## src/rtl/kbd_pkg.sv

```systemverilog
// kbd_pkg: shared types and width helpers for the keyboard matrix scanner.
package kbd_pkg;

    // Widest key code the engine supports (32 columns x 8 rows).
    localparam int KBD_CODE_MAX_W = 8;

    typedef enum logic [1:0] {
        DRIVE = 2'd0,
        EVAL  = 2'd1,
        NEXT  = 2'd2
    } scan_state_e;

    // One queued key transition.
    typedef struct packed {
        logic [KBD_CODE_MAX_W-1:0] code;
        logic                      press;
    } kbd_evt_t;

    // Bits needed for a key code col*rows + row.
    function automatic int code_width(input int cols, input int rows);
        return (cols * rows > 1) ? $clog2(cols * rows) : 1;
    endfunction

    // Bits needed for a debounce counter that must be able to hold DEBOUNCE.
    function automatic int dbc_width(input int debounce);
        return (debounce > 0) ? $clog2(debounce + 1) : 1;
    endfunction

endpackage

```

## src/rtl/kbd_matrix_scan_if.sv

```systemverilog
// kbd_matrix_scan_if: key-event valid/ready stream from the scanner to its consumer.
interface kbd_matrix_scan_if #(
    parameter int CODE_W = 6
);
    logic              evt_valid_o;
    logic              evt_ready_in;
    logic [CODE_W-1:0] evt_code_o;
    logic              evt_press_o;

    modport master (
        output evt_valid_o,
        output evt_code_o,
        output evt_press_o,
        input  evt_ready_in
    );

    modport slave (
        input  evt_valid_o,
        input  evt_code_o,
        input  evt_press_o,
        output evt_ready_in
    );
endinterface

```

## src/rtl/kbd_evt_fifo.sv

```systemverilog
// kbd_evt_fifo: small registered FIFO for key events. A push into a full FIFO
// is accepted when a pop happens in the same cycle (the freed slot is reused).
module kbd_evt_fifo
    import kbd_pkg::*;
#(
    parameter int  DEPTH = 4,
    parameter type T     = kbd_evt_t
) (
    input  logic clk_in,
    input  logic rst_n_in,
    input  logic i_push,
    input  T     i_data,
    input  logic i_pop,
    output T     o_data,
    output logic o_full,
    output logic o_empty
);
    localparam int AW = $clog2(DEPTH);

    T           r_mem [DEPTH];
    logic [AW:0] r_wr;
    logic [AW:0] r_rd;
    logic       w_push_ok;
    logic       w_pop_ok;

    assign o_empty   = (r_wr == r_rd);
    assign o_full    = (r_wr[AW] != r_rd[AW]) && (r_wr[AW-1:0] == r_rd[AW-1:0]);
    assign w_pop_ok  = i_pop && !o_empty;
    assign w_push_ok = i_push && (!o_full || w_pop_ok);
    assign o_data    = r_mem[r_rd[AW-1:0]];

    // Read/write pointers with an extra wrap bit to tell full from empty.
    always_ff @(posedge clk_in or negedge rst_n_in) begin
        if (!rst_n_in) begin
            r_wr <= '0;
            r_rd <= '0;
        end else begin
            if (w_push_ok) r_wr <= r_wr + 1'b1;
            if (w_pop_ok)  r_rd <= r_rd + 1'b1;
        end
    end

    // Storage; contents are don't-care while empty, so no reset needed.
    always_ff @(posedge clk_in) begin
        if (w_push_ok) r_mem[r_wr[AW-1:0]] <= i_data;
    end

endmodule

```

## src/rtl/kbd_matrix_scan.sv

```systemverilog
// kbd_matrix_scan: drives one column at a time, debounces every key
// independently and queues key transitions into an event FIFO.
// Build option: define KBD_RELEASE_EVT_EN to queue releases as well as presses;
// otherwise only presses are queued and evt_press_o is tied high.
//
// state | meaning
// DRIVE | column r_col driven low, settling timer r_div counting down
// EVAL  | row r_row of the driven column debounced, one key per cycle
// NEXT  | all columns released for one cycle, column index advances/wraps
module kbd_matrix_scan
    import kbd_pkg::*;
#(
    parameter int COLS       = 11,
    parameter int ROWS       = 4,
    parameter int SCAN_DIV   = 16,
    parameter int DEBOUNCE   = 3,
    parameter int FIFO_DEPTH = 4
) (
    input  logic             clk_in,
    input  logic             rst_n_in,
    output logic [COLS-1:0]  col_oe_o,
    input  logic [ROWS-1:0]  rows_in,
    kbd_matrix_scan_if.master evt_if,
    output logic             any_key_o,
    output logic             ovf_o,
    input  logic             ovf_clr_in
);
    localparam int NKEYS  = COLS * ROWS;
    localparam int CODE_W = code_width(COLS, ROWS);
    localparam int DBC_W  = dbc_width(DEBOUNCE);
    localparam int CW     = $clog2(COLS);
    localparam int RW     = (ROWS > 1) ? $clog2(ROWS) : 1;
    localparam int DW     = (SCAN_DIV > 1) ? $clog2(SCAN_DIV) : 1;

    scan_state_e       r_state, w_state_nxt;
    logic [CW-1:0]     r_col, w_col_nxt;
    logic [DW-1:0]     r_div, w_div_nxt;
    logic [RW-1:0]     r_row, w_row_nxt;
    logic [COLS-1:0]   r_col_oe, w_col_oe_nxt;
    logic [ROWS-1:0]   r_sync1, r_sync2;
    logic              r_stable [NKEYS];
    logic [DBC_W-1:0]  r_cnt [NKEYS];
    logic              r_ovf;

    logic [CODE_W-1:0] w_key;
    logic              w_raw;
    logic              w_cur_s;
    logic [DBC_W-1:0]  w_cur_n;
    logic              w_flip;
    logic              w_push;
    logic              w_pop;
    logic              w_full;
    logic              w_empty;
    logic              w_any;
    kbd_evt_t          w_evt;
    kbd_evt_t          w_head;
    logic              w_unused;

    // Two-flop synchroniser for the asynchronous row lines (idle high).
    always_ff @(posedge clk_in or negedge rst_n_in) begin
        if (!rst_n_in) begin
            r_sync1 <= '1;
            r_sync2 <= '1;
        end else begin
            r_sync1 <= rows_in;
            r_sync2 <= r_sync1;
        end
    end

    // Scan FSM state, counters and registered column enables.
    always_ff @(posedge clk_in or negedge rst_n_in) begin
        if (!rst_n_in) begin
            r_state  <= DRIVE;
            r_col    <= '0;
            r_div    <= DW'(SCAN_DIV - 1);
            r_row    <= '0;
            r_col_oe <= '0;
        end else begin
            r_state  <= w_state_nxt;
            r_col    <= w_col_nxt;
            r_div    <= w_div_nxt;
            r_row    <= w_row_nxt;
            r_col_oe <= w_col_oe_nxt;
        end
    end

    // Next-state logic; column enables follow the next state so they line up
    // with DRIVE/EVAL and drop during NEXT.
    always_comb begin
        w_state_nxt = r_state;
        w_col_nxt   = r_col;
        w_div_nxt   = r_div;
        w_row_nxt   = r_row;
        case (r_state)
            DRIVE: begin
                if (r_div == '0) begin
                    w_state_nxt = EVAL;
                    w_row_nxt   = '0;
                end else begin
                    w_div_nxt = r_div - 1'b1;
                end
            end
            EVAL: begin
                if (r_row == RW'(ROWS - 1)) w_state_nxt = NEXT;
                else                        w_row_nxt   = r_row + 1'b1;
            end
            NEXT: begin
                w_state_nxt = DRIVE;
                w_div_nxt   = DW'(SCAN_DIV - 1);
                w_col_nxt   = (r_col == CW'(COLS - 1)) ? '0 : r_col + 1'b1;
            end
            default: w_state_nxt = DRIVE;
        endcase
        w_col_oe_nxt = (w_state_nxt == NEXT) ? '0 : (COLS'(1) << w_col_nxt);
    end

    assign col_oe_o = r_col_oe;

    // Debounce decision for the key currently under evaluation.
    always_comb begin
        w_key   = CODE_W'(r_col * ROWS + r_row);
        w_raw   = ~r_sync2[r_row];
        w_cur_s = r_stable[w_key];
        w_cur_n = r_cnt[w_key];
        w_flip  = (r_state == EVAL) && (w_raw != w_cur_s) &&
                  (w_cur_n == DBC_W'(DEBOUNCE - 1));
        w_evt       = '0;
        w_evt.code  = KBD_CODE_MAX_W'(w_key);
        w_evt.press = ~w_cur_s;
    end

`ifdef KBD_RELEASE_EVT_EN
    assign w_push = w_flip;
`else
    assign w_push = w_flip && !w_cur_s;
`endif

    // Per-key stable state and persistence counter, touched only in EVAL.
    always_ff @(posedge clk_in or negedge rst_n_in) begin
        if (!rst_n_in) begin
            for (int k = 0; k < NKEYS; k++) begin
                r_stable[k] <= 1'b0;
                r_cnt[k]    <= '0;
            end
        end else if (r_state == EVAL) begin
            if (w_raw == w_cur_s) begin
                r_cnt[w_key] <= '0;
            end else if (w_flip) begin
                r_stable[w_key] <= ~w_cur_s;
                r_cnt[w_key]    <= '0;
            end else begin
                r_cnt[w_key] <= w_cur_n + 1'b1;
            end
        end
    end

    // OR of all debounced states; follows the stable bits one cycle after a flip.
    always_comb begin
        w_any = 1'b0;
        for (int k = 0; k < NKEYS; k++) w_any = w_any | r_stable[k];
    end

    assign any_key_o = w_any;

    kbd_evt_fifo #(
        .DEPTH (FIFO_DEPTH),
        .T     (kbd_evt_t)
    ) u_fifo (
        .clk_in   (clk_in),
        .rst_n_in (rst_n_in),
        .i_push   (w_push),
        .i_data   (w_evt),
        .i_pop    (w_pop),
        .o_data   (w_head),
        .o_full   (w_full),
        .o_empty  (w_empty)
    );

    assign w_pop              = !w_empty && evt_if.evt_ready_in;
    assign evt_if.evt_valid_o = !w_empty;
    assign evt_if.evt_code_o  = w_empty ? '0 : w_head.code[CODE_W-1:0];
`ifdef KBD_RELEASE_EVT_EN
    assign evt_if.evt_press_o = w_empty ? 1'b0 : w_head.press;
`else
    assign evt_if.evt_press_o = 1'b1;
`endif
    assign w_unused = ^{w_head.code, w_head.press};

    // Sticky overflow; a drop in the same cycle as a clear wins.
    always_ff @(posedge clk_in or negedge rst_n_in) begin
        if (!rst_n_in)                     r_ovf <= 1'b0;
        else if (w_push && w_full && !w_pop) r_ovf <= 1'b1;
        else if (ovf_clr_in)               r_ovf <= 1'b0;
    end

    assign ovf_o = r_ovf;

endmodule
```

## src/flat_wrapper.sv

```systemverilog
// flat-port wrapper written by rule: the top's interface ports become plain ports
module kbd_matrix_scan_flat import kbd_pkg::*;
#(
    parameter int COLS       = 11,
    parameter int ROWS       = 4,
    parameter int SCAN_DIV   = 16,
    parameter int DEBOUNCE   = 3,
    parameter int FIFO_DEPTH = 4
)
  (clk_in, rst_n_in, col_oe_o, rows_in, any_key_o, ovf_o, ovf_clr_in, evt_if_evt_valid_o, evt_if_evt_code_o, evt_if_evt_press_o, evt_if_evt_ready_in);
  kbd_matrix_scan_if evt_if_i ();
  input  logic clk_in;
  input  logic rst_n_in;
  output logic [COLS-1:0] col_oe_o;
  input  logic [ROWS-1:0] rows_in;
  output logic any_key_o;
  output logic ovf_o;
  input  logic ovf_clr_in;
  output wire logic [$bits(evt_if_i.evt_valid_o)-1:0] evt_if_evt_valid_o;
  output wire logic [$bits(evt_if_i.evt_code_o)-1:0] evt_if_evt_code_o;
  output wire logic [$bits(evt_if_i.evt_press_o)-1:0] evt_if_evt_press_o;
  input wire logic [$bits(evt_if_i.evt_ready_in)-1:0] evt_if_evt_ready_in;
  assign evt_if_evt_valid_o = evt_if_i.evt_valid_o;
  assign evt_if_evt_code_o = evt_if_i.evt_code_o;
  assign evt_if_evt_press_o = evt_if_i.evt_press_o;
  assign evt_if_i.evt_ready_in = evt_if_evt_ready_in;
  kbd_matrix_scan #(.COLS(COLS), .ROWS(ROWS), .SCAN_DIV(SCAN_DIV), .DEBOUNCE(DEBOUNCE), .FIFO_DEPTH(FIFO_DEPTH)) u_core (.clk_in(clk_in), .rst_n_in(rst_n_in), .col_oe_o(col_oe_o), .rows_in(rows_in), .evt_if(evt_if_i), .any_key_o(any_key_o), .ovf_o(ovf_o), .ovf_clr_in(ovf_clr_in));
endmodule
```

## config.mk

```make
export PLATFORM = sky130hd
export DESIGN_NAME = kbd_matrix_scan_flat
export DESIGN_NICKNAME = d
export VERILOG_FILES = /design/src/rtl/kbd_pkg.sv /design/src/rtl/kbd_matrix_scan_if.sv /design/src/rtl/kbd_evt_fifo.sv /design/src/rtl/kbd_matrix_scan.sv /design/src/flat_wrapper.sv
export SDC_FILE = /design/constraint.sdc
export NUM_CORES = 1
export LEC_CHECK = 0
export CORE_MARGIN = 2
export CORE_UTILIZATION = 51
export DETAILED_ROUTE_END_ITERATION = 10
export PLACE_DENSITY = 0.68
export SLEW_MARGIN = 5
export SYNTH_ARGS = -nofsm -noshare
export SYNTH_HDL_FRONTEND = slang
export SYNTH_SLANG_ARGS = --single-unit
```

## constraint.sdc

```tcl
create_clock -name clk_in -period 4.2 [get_ports clk_in]
set_input_delay 0.84 -clock clk_in [delete_from_list [all_inputs] [get_ports clk_in]]
set_output_delay 0.84 -clock clk_in [all_outputs]
set_load 0.01 [all_outputs]
```

==> summary.md <==
| Metric | Value |
|---|---|
| Status | `complete, no violations` |
| Leak | `0.00438 uW` |
| Power Density | `359 nW/um^2` |
| Pre-antenna DRT Iters | `5` |
| Post-Synthesis Cells | `925` |
| Via Count | `7,332` |
| Worst hold-check path type | `flop to flop` |
| # DRC | `0` |
| Max IR drop VDD | `323 uV` |
| Fill count | `1,574` |
| Fin area | `10,500 um^2` |
| Max-Cap Viols | `0` |
| Synth Register Bits | `194` |
| Count leader, synth | `nand2_1` |
| Critical path class | `flop to flop` |
| CP cell instances | `buf_4 -> nor2_1 -> a21oi_1 -> o2111ai_1 -> a21oi_1 -> o221ai_1 -> nor3_1 -> ha_1 -> nand2_1 -> nor2_1 -> buf_4 -> nand2_1 -> o21ai_0 -> o21ai_0` |
| Share of the synthesized area in the top cell type | `0.422` |
| Worst slew pin tran | `1110 ps` |
| Die Ht | `140 um` |
| Async SR Flop Fraction | `0.876` |
| CTS Buffer Depth | `2` |
| Cts repair resizes | `0` |
| Core ar. | `18,000 um^2` |
| Postcts setup bufs | `0` |
| Crit-path max FO | `29` |
| Grt met1 use | `0.362` |
| Remaining global-route overflow | `0` |
| Die area | `19,500 um^2` |
| FF/Latch Area | `4990 um^2` |
| Post-synthesis sequential area ratio | `0.532` |
| Vias in the first global route | `7,190` |
| Area of the multi-input gates | `4070 um^2` |
| CP startpoint kind | `flop` |
| Top cells by area, synth | `dfrtp_1 (42%), edfxtp_1 (7.7%), o21ai_0 (7.6%), nand2_1 (6.7%), mux4_2 (3.6%)` |
| Placer Congestion | `0.885` |
| M2 GR Usage | `0.416` |
| CP top delay family | `simple AND/OR/NAND/NOR gates` |
| Row cnt | `49` |
| HPWL Detailed | `16,400 um` |
| Sw Pwr | `898 uW` |
| Final core occ | `0.584` |
| NumNets Final | `968` |
| Worst Skew | `10.4 ps` |
| Avg Cell Area, Syn | `10.1 um^2` |
| Placed instance count | `1,162` |
| Largest net degree at the start of global routing | `100` |
| First-pass GRT wire length | `39,800 um` |
| Comb pwr share | `0.051` |
| Root Buffer | `clkbuf_16` |
| Cell Area, Synth | `9370 um^2` |
| Critical Path Max Stage Delay | `840 ps` |
| Initial antenna violation count | `0` |
| Antenna-violating nets left | `0` |
| Final period util | `0.879` |
| Int Power | `2880 uW` |
| IO Port Bufs | `27` |
| Initial Util | `0.520` |
| Top_reg_cell synth | `dfrtp_1` |
| List of most frequent post-synthesis cells | `nand2_1 (168), dfrtp_1 (158), o21ai_0 (142)` |
| Number of synthesized flops with an enable pin | `24` |
| Final Slew Violations | `0` |
| Slowest cell on crit path | `dfrtp_2` |
| Post-DR wirelength/cell | `20.8 um` |
| Worst EP required | `4500 ps` |
| H-tree level count | `4` |
| Clock share of power | `0.427` |
| Slew HR | `0.257` |
| CP Capture Type | `flop` |
| DP Area | `9940 um^2` |
| Total CTS buffers | `17` |
| GRT Total Usage | `0.264` |
| Critical path data arrival time | `4000 ps` |
| Syn_nets | `941` |
| DRT iter0 DRCs | `762` |
| CTS tree | `yes` |
| Setup_tns | `0 ps` |
| # setup viols final | `0` |
| Clock-pin slew on the worst setup and hold paths | `70 ps` |
| Routed WL | `24,800 um` |
| Die Span X | `140 um` |
| # clock sinks | `194` |
| Ratio of cells with drive above 1 in the final layout | `0.131` |
| Worst-skew pair later-pin latency | `440 ps` |
| Final cell count without fillers | `1,194` |
| Fmax | `0.271 GHz` |
| Vias/cell | `6.14` |
| Yosys Warn Count | `0` |
| Hold_buf cts | `0` |
| M3 GR Usage | `0.0650` |
| Area delta synth->final | `12.2%` |
| Synth unique cells | `63` |
| Final antenna diode count | `0` |
| Reg2Reg Setup Slack | `510 ps` |
| Yosys top cell by area | `dfrtp_1` |
| Switch share | `0.238` |
| IO Pins | `29` |
| Most Crowded Layer GR | `met2` |
| Sequential share of power | `0.522` |
| Unrepaired setup endpoints after global routing | `false` |
| Fin. Hold Viols | `0` |
| Buf/Inv on CP | `2` |
| Period minus WS final | `3690 ps` |
-- power groups by stage --
stage | combinational [uW] | sequential, uW | clock [uW]
2_1_floorplan | 143 | 1970 | 0
3_3_place_gp | 191 | 2010 | 0
3_5_place_dp | 198 | 2010 | 0
4_1_cts | 199 | 1980 | 1630
5_1_grt | 216 | 1980 | 1710
6_report | 193 | 1970 | 1610
-- worst register-to-register path: stages (launching register included) --
cell       delay (ps)
dfrtp_2           840
buf_4             280
nor2_1            140
a21oi_1           230
o2111ai_1         120
a21oi_1           140
o221ai_1          170
nor3_1            220
ha_1              200
nand2_1           160
nor2_1            340
buf_4             190
nand2_1           170
o21ai_0           230
o21ai_0           110
-- through the flow --
| step | setup WS [ps] | total power [uW] | hold slack, ps |
|---|---|---|---|
| 2_1_floorplan | 932 | 2120 | 345 |
| 3_3_place_gp | 620 | 2200 | 346 |
| 3_5_place_dp | 573 | 2210 | 347 |
| 4_1_cts | 551 | 3810 | 359 |
| 5_1_grt | 143 | 3910 | 359 |
| 6_report | 507 | 3780 | 358 |
-- flip-flops by register name, summed over array words and instances, names as in the netlist, 2 cells and up --
| signal | cells |
|---|---|
| u_core.r_sync2 | 4 |
| u_core.r_stable | 44 |
| u_core.col_oe_o | 11 |
| u_core.r_row | 2 |
| u_core.u_fifo.r_mem | 24 |
| u_core.u_fifo.r_wr | 3 |
| u_core.u_fifo.r_rd | 3 |
| u_core.r_sync1 | 4 |
| u_core.r_state | 2 |
| u_core.r_div | 4 |
| u_core.r_col | 4 |
| u_core.r_cnt | 88 |
-- area by class of cell --
cell class / count / area share
clock buffers: 20 / 0.0434
repair buffers: 62 / 0.0520
multi-input cells: 665 / 0.387
inverters: 12 / 0.00428
flip-flops and latches: 194 / 0.475
well taps: 229 / 0.0272
clock inverters: 12 / 0.0117
-- cell usage in the layout, fill, tap and decap left out, types with 11 or more instances in the layout --
| cell type | n |
|---|---|
| nand2_1 | 168 |
| dfrtp_1 | 156 |
| o21ai_0 | 142 |
| a21oi_1 | 60 |
| o31ai_1 | 45 |
| buf_4 | 34 |
| nor2_1 | 32 |
| clkdlybuf4s50_1 | 26 |
| edfxtp_1 | 24 |
| nor2b_1 | 17 |
| clkbuf_16 | 17 |
| mux2_2 | 15 |
| a22oi_1 | 15 |
| mux4_2 | 15 |
| mux2i_1 | 15 |
| inv_1 | 12 |
| nand3_1 | 12 |
| dfstp_2 | 12 |
| nor4_1 | 11 |
-- logic make-up after synthesis --
family	Yosys count	share of synthesized area
xor+xnor	10	0.0101
mux	47	0.0728
fa+ha+maj	8	0.0107
simple gates	297	0.148
compound gates	302	0.190
other cells	1	0.000400
buf+inv	66	0.0360
flops	194	0.532
-- final timing paths --
| check | endpoint | start | cells past startpoint |
|---|---|---|---|
| worst max register to register | u_core.r_stable[29] | u_core.r_row[1] | 14 |
| max in group asynchronous | u_core.r_sync1[2] | rst_n_in | 2 |
| worst max-delay path | u_core.r_stable[29] | u_core.r_row[1] | 14 |
| min in group asynchronous | u_core.r_cnt[80] | rst_n_in | 1 |
| worst min-delay path | u_core.r_sync2[1] | u_core.r_sync1[1] | 0 |
| worst min register to register | u_core.r_sync2[1] | u_core.r_sync1[1] | 0 |
-- metal layers --
metal,share of wire,vias to the layer above
met5,0,-
met4,0.026,0
met3,0.067,44
met2,0.47,288
met1,0.44,3586
li1,-,3414
Power figures use the tool's default switching activity.
